==> config.mk <==
export PLATFORM = sky130hd
export DESIGN_NAME = mysystem_ram_arbiter
export DESIGN_NICKNAME = d
export VERILOG_FILES = /design/src/rtl/mysystem_ram_pkg.sv /design/src/rtl/mysystem_rr_arb2.sv /design/src/rtl/mysystem_ram_arbiter.sv
export SDC_FILE = /design/constraint.sdc
export NUM_CORES = 1
export LEC_CHECK = 0
export BUFFER_PORTS_ARGS = -buffer_cell sky130_fd_sc_hd__buf_2
export CELL_PAD_IN_SITES_DETAIL_PLACEMENT = 0
export CELL_PAD_IN_SITES_GLOBAL_PLACEMENT = 2
export CORE_UTILIZATION = 10
export CTS_CLUSTER_SIZE = 40
export DETAILED_ROUTE_END_ITERATION = 8
export PLACE_DENSITY = 0.88
export SLEW_MARGIN = 40
export SYNTH_ARGS = -nofsm -noshare
export SYNTH_HDL_FRONTEND = slang
export SYNTH_SLANG_ARGS = --single-unit
==> constraint.sdc <==
create_clock -name clk -period 1.4 [get_ports clk]
set_input_delay 0.07 -clock clk [delete_from_list [all_inputs] [get_ports clk]]
set_output_delay 0.07 -clock clk [all_outputs]
set_load 0.02 [all_outputs]
==> src/rtl/mysystem_ram_pkg.sv <==
// Shared definitions for the two-requester RAM arbiter.
//   DEF_ADDR_W : default RAM word-address width (2048 words)
//   DEF_DATA_W : default data width
//   ret_tag_t  : return-tag record for an outstanding read (valid, owner)
package mysystem_ram_pkg;

  localparam int unsigned DEF_ADDR_W = 11;
  localparam int unsigned DEF_DATA_W = 32;

  typedef struct packed {
    logic valid;
    logic owner;
  } ret_tag_t;

endpackage

==> src/rtl/mysystem_rr_arb2.sv <==
// Two-way round-robin arbiter with its priority register.
// Ports:
//   clk, reset_n  : clock, asynchronous active-low reset
//   req[1:0]      : per-requester request
//   gnt_valid_c   : some requester is granted this cycle (combinational)
//   gnt_idx_c     : index of the granted requester (combinational)
module mysystem_rr_arb2 (
  input  logic       clk,
  input  logic       reset_n,
  input  logic [1:0] req,
  output logic       gnt_valid_c,
  output logic       gnt_idx_c
);

  logic prio_q;
  logic prio_d;

  // Grant decode; after a grant, priority moves to the loser.
  always_comb begin
    gnt_valid_c = |req;
    gnt_idx_c   = 1'b0;
    prio_d      = prio_q;
    case (req)
      2'b01:   gnt_idx_c = 1'b0;
      2'b10:   gnt_idx_c = 1'b1;
      2'b11:   gnt_idx_c = prio_q;
      default: gnt_idx_c = 1'b0;
    endcase
    if (gnt_valid_c) begin
      prio_d = ~gnt_idx_c;
    end
  end

  always_ff @(posedge clk or negedge reset_n) begin
    if (!reset_n) begin
      prio_q <= 1'b0;
    end else begin
      prio_q <= prio_d;
    end
  end

endmodule

==> src/rtl/mysystem_ram_arbiter.sv <==
// Arbitrates two Avalon-MM style requesters onto one synchronous RAM port.
// Grant is combinational (round-robin on contention); reads return exactly
// one cycle later, steered to the owner recorded in a return tag.
// Ports:
//   clk, reset_n                     : clock, asynchronous active-low reset
//   mN_address/byteenable/read/write/writedata : requester N command (N=0,1)
//   mN_waitrequest                   : command N not accepted this cycle
//   mN_readdata/mN_readdatavalid     : read response to requester N
//   ram_address/byteenable/chipselect/write/clken/writedata : RAM command
//   ram_readdata                     : RAM read data (1-cycle latency)
module mysystem_ram_arbiter
  import mysystem_ram_pkg::*;
#(
  parameter int unsigned ADDR_W = DEF_ADDR_W,
  parameter int unsigned DATA_W = DEF_DATA_W
) (
  input  logic                clk,
  input  logic                reset_n,
  input  logic [ADDR_W-1:0]   m0_address,
  input  logic [DATA_W/8-1:0] m0_byteenable,
  input  logic                m0_read,
  input  logic                m0_write,
  input  logic [DATA_W-1:0]   m0_writedata,
  output logic                m0_waitrequest,
  output logic [DATA_W-1:0]   m0_readdata,
  output logic                m0_readdatavalid,
  input  logic [ADDR_W-1:0]   m1_address,
  input  logic [DATA_W/8-1:0] m1_byteenable,
  input  logic                m1_read,
  input  logic                m1_write,
  input  logic [DATA_W-1:0]   m1_writedata,
  output logic                m1_waitrequest,
  output logic [DATA_W-1:0]   m1_readdata,
  output logic                m1_readdatavalid,
  output logic [ADDR_W-1:0]   ram_address,
  output logic [DATA_W/8-1:0] ram_byteenable,
  output logic                ram_chipselect,
  output logic                ram_write,
  output logic                ram_clken,
  output logic [DATA_W-1:0]   ram_writedata,
  input  logic [DATA_W-1:0]   ram_readdata
);

  logic [1:0] req;
  logic       gnt_valid;
  logic       gnt_idx;
  logic       sel_write;
  ret_tag_t   tag_q;
  ret_tag_t   tag_d;

  // Read+write together counts as a request and is executed as a write.
  assign req = {m1_read | m1_write, m0_read | m0_write};

  mysystem_rr_arb2 u_arb (
    .clk         (clk),
    .reset_n     (reset_n),
    .req         (req),
    .gnt_valid_c (gnt_valid),
    .gnt_idx_c   (gnt_idx)
  );

  // RAM command mux, waitrequests and next return tag.
  always_comb begin
    ram_address    = m0_address;
    ram_byteenable = m0_byteenable;
    ram_writedata  = m0_writedata;
    sel_write      = m0_write;
    ram_chipselect = 1'b0;
    ram_write      = 1'b0;
    ram_clken      = reset_n;
    tag_d          = '0;
    if (gnt_idx) begin
      ram_address    = m1_address;
      ram_byteenable = m1_byteenable;
      ram_writedata  = m1_writedata;
      sel_write      = m1_write;
    end
    if (reset_n && gnt_valid) begin
      ram_chipselect = 1'b1;
      ram_write      = sel_write;
      tag_d.valid    = ~sel_write;
      tag_d.owner    = gnt_idx;
    end
    // Any request implies a grant, so a requester waits iff the other won.
    m0_waitrequest = ~reset_n | (req[0] & gnt_idx);
    m1_waitrequest = ~reset_n | (req[1] & ~gnt_idx);
  end

  always_ff @(posedge clk or negedge reset_n) begin
    if (!reset_n) begin
      tag_q <= '0;
    end else begin
      tag_q <= tag_d;
    end
  end

  assign m0_readdatavalid = tag_q.valid & ~tag_q.owner;
  assign m1_readdatavalid = tag_q.valid & tag_q.owner;
  assign m0_readdata      = ram_readdata;
  assign m1_readdata      = ram_readdata;

endmodule
Word level (Yosys, flattened, before mapping)
Index checks and enable logic that the tools add are counted.
- register bits: 3
- input port bits: 132
- output and inout port bits: 118
- word-level logic and storage cells: 27
- equal/unequal tests: 2
- muxes and demuxes: 8
- bitwise logic cells: 12
- reductions and logical operators: 2
- operators by type and width (kind ; count):
    32-bit 2-to-1 mux ; 1
    11-bit 2-to-1 mux ; 1
    1-bit AND ; 4
    2-bit == test (second input constant) ; 2
    4-bit 2-to-1 mux ; 1
    1-bit inverter ; 4
    1-bit OR ; 4
    1-bit 2-to-1 mux ; 3
    2-bit 2-to-1 mux ; 1
    1-bit case mux with 2 select lines ; 1
    2-bit OR reduction ; 1
    1-bit logical AND ; 1

Longest topological paths before layout
Gate-level depths: netlist of the first run.
- depth after elaboration: 6
- depth in mapped cells: 5
- gate-level depth less buffers: 3

Hierarchy
A second synthesis of the first run with hierarchy kept.
- cell total of the unflattened synthesis: 139
- area total of the unflattened synthesis: 1473.9 um^2
- modules (own cells, without submodules) (module ; instances ; cells each ; area each (um^2) ; seq. area each (um^2)):
    mysystem_ram_arbiter ; 1 ; 133 ; 1421.4 ; 50.0
    mysystem_rr_arb2 ; 1 ; 6 ; 52.6 ; 25.0

Worst setup path before layout of the first run
OpenSTA, ideal clock, no wires.
- path kind: reg2out
- start: reg u_arb.prio_q
- end: out ram_writedata[12]
- arrival time: 1357 ps
- required time: 1330 ps
- setup slack: -27 ps
- cell stages (with the launch flop): 6
- path buffers: 2
- path through: dfrtp_1 -> o21bai_2 -> o21ai_2 -> buf_6 -> buf_6 -> mux2_4
- longest elaborated chain between the ends: 2
- ends and longest elaborated chain (item ; RTL line ; source):
    start: declaration ; mysystem_rr_arb2.sv:15 ; logic prio_q;
    start signal: assignment ; mysystem_rr_arb2.sv:38 ; prio_q <= prio_d;
    1-bit case mux with 2 select lines ; mysystem_rr_arb2.sv:23 ; case (req)
    32-bit 2-to-1 mux ; mysystem_ram_arbiter.sv:72 ; if (gnt_idx) begin
    end: declaration ; mysystem_ram_arbiter.sv:40 ; output logic [DATA_W-1:0] ram_writedata,
No other way between the ends.

Worst setup path in the final report of the first run
- start: reg u_arb.prio_q
- end: out ram_writedata[0]
The elaborated chain is that of the path after synthesis.

==> out/qor.txt, run 1 <==
Status: finished with violations
Failing checks: negative setup slack
Antenna-violating nets left: 0
Fin Setup TNS: -14.35 ns
Total Wirelength: 4.71 mm
Clk_skew: 0.000377 ns
CP Capture Type: output pin
Sequential power share: 5.6%
Layout Nets: 372
Final Util: 16.8%
Syn nets: 275
Number of global-route vias before repair: 1250
Tmin final: 1.73 ns
Fraction of layout cells with a size suffix above 1: 89.1%
Starting Density: 10.4%
GRT Util Overall: 5.67%
WL/cell: 11.5 um
Largest net degree at the start of global routing: 30
Slew Viols, Final: 0
Hold_ws: 0.140 ns
Rows: 41
Port bufs: 153
Reg-to-Reg Start: u_arb.prio_q
Max VDD drop: 264 uV
Worst Setup Path Type: reg -> out
P_int: 0.00116 W
Least-Margin Pin Slew: 0.311 ns
NetSw: 0.000691 W
1st-iter DRT viols: 36
H-tree levels: 1
DRT Pass-1 Iters: 4
Detail Placement HPWL: 3.60 mm
Power share of the clock group: 24.7%
Top-Level Pins: 250
Placed insts: 401
Clock Path Buffers: 2
R2r setup slk: 0.10 ns
Crit-path max FO: 15
Die area: 0.0138 sq mm
Root Buffer: clkbuf_16
First-pass GRT wire length: 6.22 mm
CTS tree: yes
Worst Path Arrival: 1.66 ns
Post-synthesis sequential area ratio: 5.63%
Synth Instances: 143
Residual DRC count: 0
Beginning of the worst hold path: ram_readdata[6]
Yosys cell types: 19
Hold Path Class: in -> out
Synth Register Bits: 3
RSZ-0062 raised after global routing: true
CP startpoint kind: flop
Synth area leaders: buf_4, mux2_2, mux2_4
Worst path required time: 1.33 ns
Syn avg cell area: 9.32 sq um
Die width: 117 um
Routability congestion estimate: 0.677
Core ar.: 0.0128 sq mm
Gr ovfl total: 0
Clk Latency, worst-skew pair: 0.22 ns
Yosys top cell by area: buf_4
Fillers: 1458
Max Cap Viol: 0
Register area: 75.1 sq um
Final worst path period share: 123%
Non-Filler Instances: 411
Worst Reg-to-Reg Cells: 6
Setup-failing EPs final: 48
Via density: 3.20
Logic pwr share: 69.7%
Hold path depth: 0
Ant diodes: 0
Final worst setup slack: -0.325 ns
Static Leak: 1.16 nW
Final Power: 0.00186 W
Die Ht: 117 um
Highest clock rate: 580 MHz
Vias: 1314
Sw frac: 37.2%
Clock sinks: 3
TritonCTS Buffers: 3
Mapped Area: 0.00133 sq mm
Fin. Hold Viols: 0
PwrDens: 862 mW/mm^2
Syn-to-layout area delta: 61.5%
Area of the multi-input gates: 767 sq um
Share of the synthesized area in the top cell type: 36.6%
RR Endpoint: tag_q[0]
Hold EP: m0_readdata[6]
Yosys Warn Count: 0
Initial antenna violation count: 0
Slew HR: 79.2%
Clock Pin Slew Worst Setup and Hold Paths: 0.03 ns
power by group through the flow:
stage,registers [W],logic (W),clock network (W)
detailed placement,0.000104,0.00108,0
global placement,0.000103,0.00107,0
CTS,0.000104,0.00110,0.000466
finish,0.000104,0.00129,0.000458
global route,0.000105,0.00136,0.000484
floorplan,0.000107,0.000981,0
metrics by stage:
stage	instance area (sq um)	worst slack, ns
2_1_floorplan	1350	0.0113
3_3_place_gp	1840	-0.0457
3_5_place_dp	1840	-0.0779
4_1_cts	1950	-0.331
5_1_grt	2150	-0.385
6_report	2150	-0.325
layout make-up:
cell class / count / share of cell area [%]
Sequential cell: 3 / 3.49
Inverter: 3 / 0.523
Multi-Input combinational cell: 67 / 35.6
Clock buffer: 4 / 3.66
Timing Repair Buffer: 162 / 46.7
Tap cell: 172 / 10.0
critical path, stage by stage, from the launching register on:
cell and delay [ns]:
dfrtp_1 0.38, o21bai_4 0.19, o21ai_4 0.14, buf_12 0.20
mux2_2 0.36, buf_4 0.16
cells by family (layout without fill, tap and decap cells):
kind of cell	count (synthesis)	count (layout)	share of synthesized area [%]
buffers and inverters	73	169	40.8
AO/OA/AOI/OAI	9	9	4.69
AND/OR/NAND/NOR	11	11	3.85
flip-flops	3	3	5.63
multiplexers	47	47	45.1
worst max-delay path by stage:
| stage | startpoint | end | slack [ns] | depth (start not counted) |
|---|---|---|---|---|
| global route | u_arb.prio_q | ram_writedata[0] | -0.38 | 5 |
| CTS | u_arb.prio_q | ram_writedata[0] | -0.33 | 5 |
| finish | u_arb.prio_q | ram_writedata[0] | -0.33 | 5 |
| floorplan | u_arb.prio_q | ram_writedata[12] | 0.01 | 5 |
| global placement | u_arb.prio_q | ram_address[5] | -0.05 | 5 |
| detailed placement | u_arb.prio_q | ram_writedata[0] | -0.08 | 5 |
cell usage in the layout (no fill, tap or decap), drive strengths merged:
cell / instances
a21oi: 2
dlygate4sd3: 1
o21bai: 1
nand2: 4
inv: 3
nand2b: 1
nand4: 1
a311oi: 1
dfrtp: 3
and2: 1
o2111ai: 1
nor2b: 1
nor2: 3
clkbuf: 5
buf: 160
o21ai: 4
mux2: 47
sequential cells by signal, summed over array words and instances, names as in the netlist:
name and flops:
u_arb.prio_q 1, tag_q 2
timing repair:
action	CTS	global route
endpoints found under the setup margin	48	48
gates resized for setup	6	44
gates cloned	0	2
hold buffers	1	0
hold endpoints to repair	3	0
buffers inserted	0	3
pin swaps	1	1
routing by layer:
metal | GRT usage, % | vias to the layer above | share of wire (%)
li1 | - | 612 | -
met1 | 6.38 | 576 | 38
met2 | 9.43 | 113 | 49
met3 | 2.38 | 13 | 12
met4 | 2.19 | 0 | 1.6
met5 | 0 | - | 0
synth_stat cells:
cell type   n
a21oi_1     2
a311oi_1    1
and2_1      1
buf_2       2
buf_4      65
buf_6       3
dfrtp_1     3
inv_1       3
mux2_2     28
mux2_4     19
nand2_1     4
nand2b_1    1
nand4_1     1
nor2_1      3
nor2b_1     1
o2111ai_1   1
o21ai_0     3
o21ai_2     1
o21bai_2    1
Note: power is estimated with default switching activity, not from simulation.
==> run 2, diff against run 1 <==
Settings changed: PLACE_DENSITY 0.88 to 0.82.
==> out/qor.txt, run 2 (same netlist as run 1, synthesis figures left out) <==
Worst path bufs/invs: 2 (unchanged)
Crit-path max cell delay: 0.37 ns (about the same)
PwrDens: 850 mW/mm^2 (-1.4%)
Final worst setup slack: -0.285 ns (+0.0405 ns)
Biggest regs: tag_q (2), u_arb.prio_q (1)
Area of the multi-input gates: 741 sq um (-3.4%)
Static Leak: 1.09 nW (-5.7%)
Tmin final: 1.68 ns (-0.0405 ns)
CTS tree: yes
Fraction of layout cells with a size suffix above 1: 89.4% (+0.29 points)
Syn-to-layout area delta: 54.4%
Die area: 0.0138 sq mm (unchanged)
R2r setup slk: 0.36 ns (+0.26 ns)
Max Cap Viol: 0 (unchanged)
Reg with most FFs: tag_q
First-pass GRT wire length: 6.27 mm (+0.79%)
Clk Latency, worst-skew pair: 0.23 ns (about the same)
Clk_skew: 0.00266 ns (+0.00228 ns)
Ant diodes: 0 (unchanged)
Top-Level Pins: 250 (unchanged)
Hold Path Class: in -> out
Port bufs: 153 (unchanged)
Least-Margin Pin Slew: 0.210 ns (-0.101 ns)
Clock sinks: 3 (unchanged)
Max VDD drop: 224 uV (-15%)
Delay-heaviest family, CP: flip-flops
Residual DRC count: 0 (unchanged)
Fin. Hold Viols: 0 (unchanged)
Slew HR: 85.9% (+6.7 points)
Gr ovfl total: 0 (unchanged)
Hold path depth: 0 (unchanged)
Status: finished with violations
Failing checks: negative setup slack
CP startpoint kind: flop
Rows: 41 (unchanged)
Setup-failing EPs final: 48 (unchanged)
Largest net degree at the start of global routing: 29 (-3.3%)
Crit-path max FO: 28 (+13)
1st-iter DRT viols: 4 (-89%)
CP max stage cell: dfrtp_1
GRT Util Overall: 5.59% (-0.081 points)
Sw frac: 37.2% (about the same)
Commonest cells after routing, fill and taps aside: buf_2, mux2_2, mux2_4, buf_6, buf_4
DRT Pass-1 Iters: 4 (unchanged)
Root Buffer: clkbuf_16
Die Ht: 117 um (unchanged)
Detail Placement HPWL: 3.57 mm (-0.84%)
Starting Density: 10.4% (unchanged)
Worst Path Arrival: 1.61 ns (-0.05 ns)
Slew Viols, Final: 0 (unchanged)
Die width: 117 um (unchanged)
Worst Setup Path Type: reg -> out
Sequential power share: 5.9% (+0.3 points)
Total Wirelength: 4.19 mm (-11%)
RSZ-0062 raised after global routing: true
Core ar.: 0.0128 sq mm (unchanged)
Final Power: 0.00175 W (-5.8%)
TritonCTS Buffers: 3 (unchanged)
H-tree levels: 1 (unchanged)
Routability congestion estimate: 0.699 (+3.2%)
Power share of the clock group: 26.4% (+1.7 points)
Layout Nets: 369 (-0.81%)
Via density: 3.21 (+0.51%)
Register area: 75.1 sq um (unchanged)
Number of flip-flops in the largest register: 2 (unchanged)
Highest clock rate: 594 MHz (+2.4%)
Clock Path Buffers: 2 (unchanged)
Initial antenna violation count: 0 (unchanged)
Commonest non-fill, non-tap cell in the layout: buf_2
CP Capture Type: output pin
Worst Reg-to-Reg Cells: 4 (-2)
Vias: 1311 (-0.23%)
Fillers: 1470 (+0.82%)
Worst-path cell chain: o21bai_4 -> o21ai_4 -> buf_12 -> mux2_2 -> buf_2
Logic pwr share: 67.7% (-2.0 points)
Final worst path period share: 120% (-2.9 points)
P_int: 0.00110 W (-5.8%)
WL/cell: 10.3 um (-10%)
Hold_ws: 0.140 ns (+0.00000100 ns)
Worst path required time: 1.33 ns (about the same)
Clock Pin Slew Worst Setup and Hold Paths: 0.03 ns (about the same)
NetSw: 0.000651 W (-5.7%)
Stages on worst setup path: 5 (unchanged)
Antenna-violating nets left: 0 (unchanged)
Number of global-route vias before repair: 1332 (+6.6%)
-- run 2: cell count changes in the layout (fill, tap and decap cells not counted), sizes merged --
cell / delta
buf: -2
clkbuf: -1
-- run 2: cell type report --
| cell class | count | area share, % |
|---|---|---|
| Clock buffer | 4 | 3.83 |
| Inverter | 3 | 0.547 |
| Multi-Input combinational cell | 67 | 36.0 |
| Sequential cell | 3 | 3.65 |
| Tap cell | 172 | 10.5 |
| Timing Repair Buffer | 159 | 45.5 |
-- run 2: layer usage --
layer  global-route usage [%]  up-vias  part of all wire, %
met5                        0        -                    0
met2                     10.5      115                   52
li1                         -      607                    -
met4                     3.25        0                  2.9
met1                     5.24      571                   34
met3                     1.90       18                   11
-- run 2: path summary, 6_finish.rpt --
check                            startpoint                 to
max reg2reg                    u_arb.prio_q           tag_q[0]
min reg2reg                    u_arb.prio_q       u_arb.prio_q
min in group asynchronous           reset_n           tag_q[1]
min                        ram_readdata[31]    m0_readdata[31]
max in group asynchronous           reset_n           tag_q[0]
max                            u_arb.prio_q  ram_byteenable[2]
-- run 2: worst reg2reg max path, stage by stage, from the launching register on --
cell and delay, ns:
dfrtp_1 0.37, o21bai_4 0.18, o21ai_4 0.09, buf_12 0.22, nor2_1 0.06
-- run 2: what timing repair did --
| item | CTS | global route |
|---|---|---|
| endpoints found under the hold margin | 3 | 0 |
| resized for setup | 8 | 26 |
| hold buffers | 1 | 0 |
| endpoints found under the setup margin | 48 | 48 |
| pin swaps | 1 | 1 |
| buffers inserted | 0 | 1 |
-- run 2: power by group through the flow --
| stage | Combinational, W | Sequential, W | Clock [W] |
|---|---|---|---|
| 6_report | 0.00118 | 0.000104 | 0.000462 |
| 5_1_grt | 0.00125 | 0.000105 | 0.000471 |
| 4_1_cts | 0.00111 | 0.000104 | 0.000466 |
| 3_5_place_dp | 0.00109 | 0.000105 | 0 |
| 3_3_place_gp | 0.00108 | 0.000104 | 0 |
| 2_1_floorplan | 0.000981 | 0.000107 | 0 |
-- run 2: metrics by stage --
| step | util [%] | setup TNS, ns | instances | area (sq um) | setup slack [ns] |
|---|---|---|---|---|---|
| CTS | 15.3 | -12.41 | 407 | 1960 | -0.294 |
| detailed placement | 14.4 | -1.69 | 402 | 1850 | -0.0648 |
| global placement | 14.4 | -0.311 | 402 | 1850 | -0.0374 |
| global route | 16.0 | -14.45 | 408 | 2060 | -0.347 |
| floorplan | - | 0 | 143 | 1350 | 0.0113 |
| finish | 16.0 | -12.06 | 408 | 2060 | -0.285 |
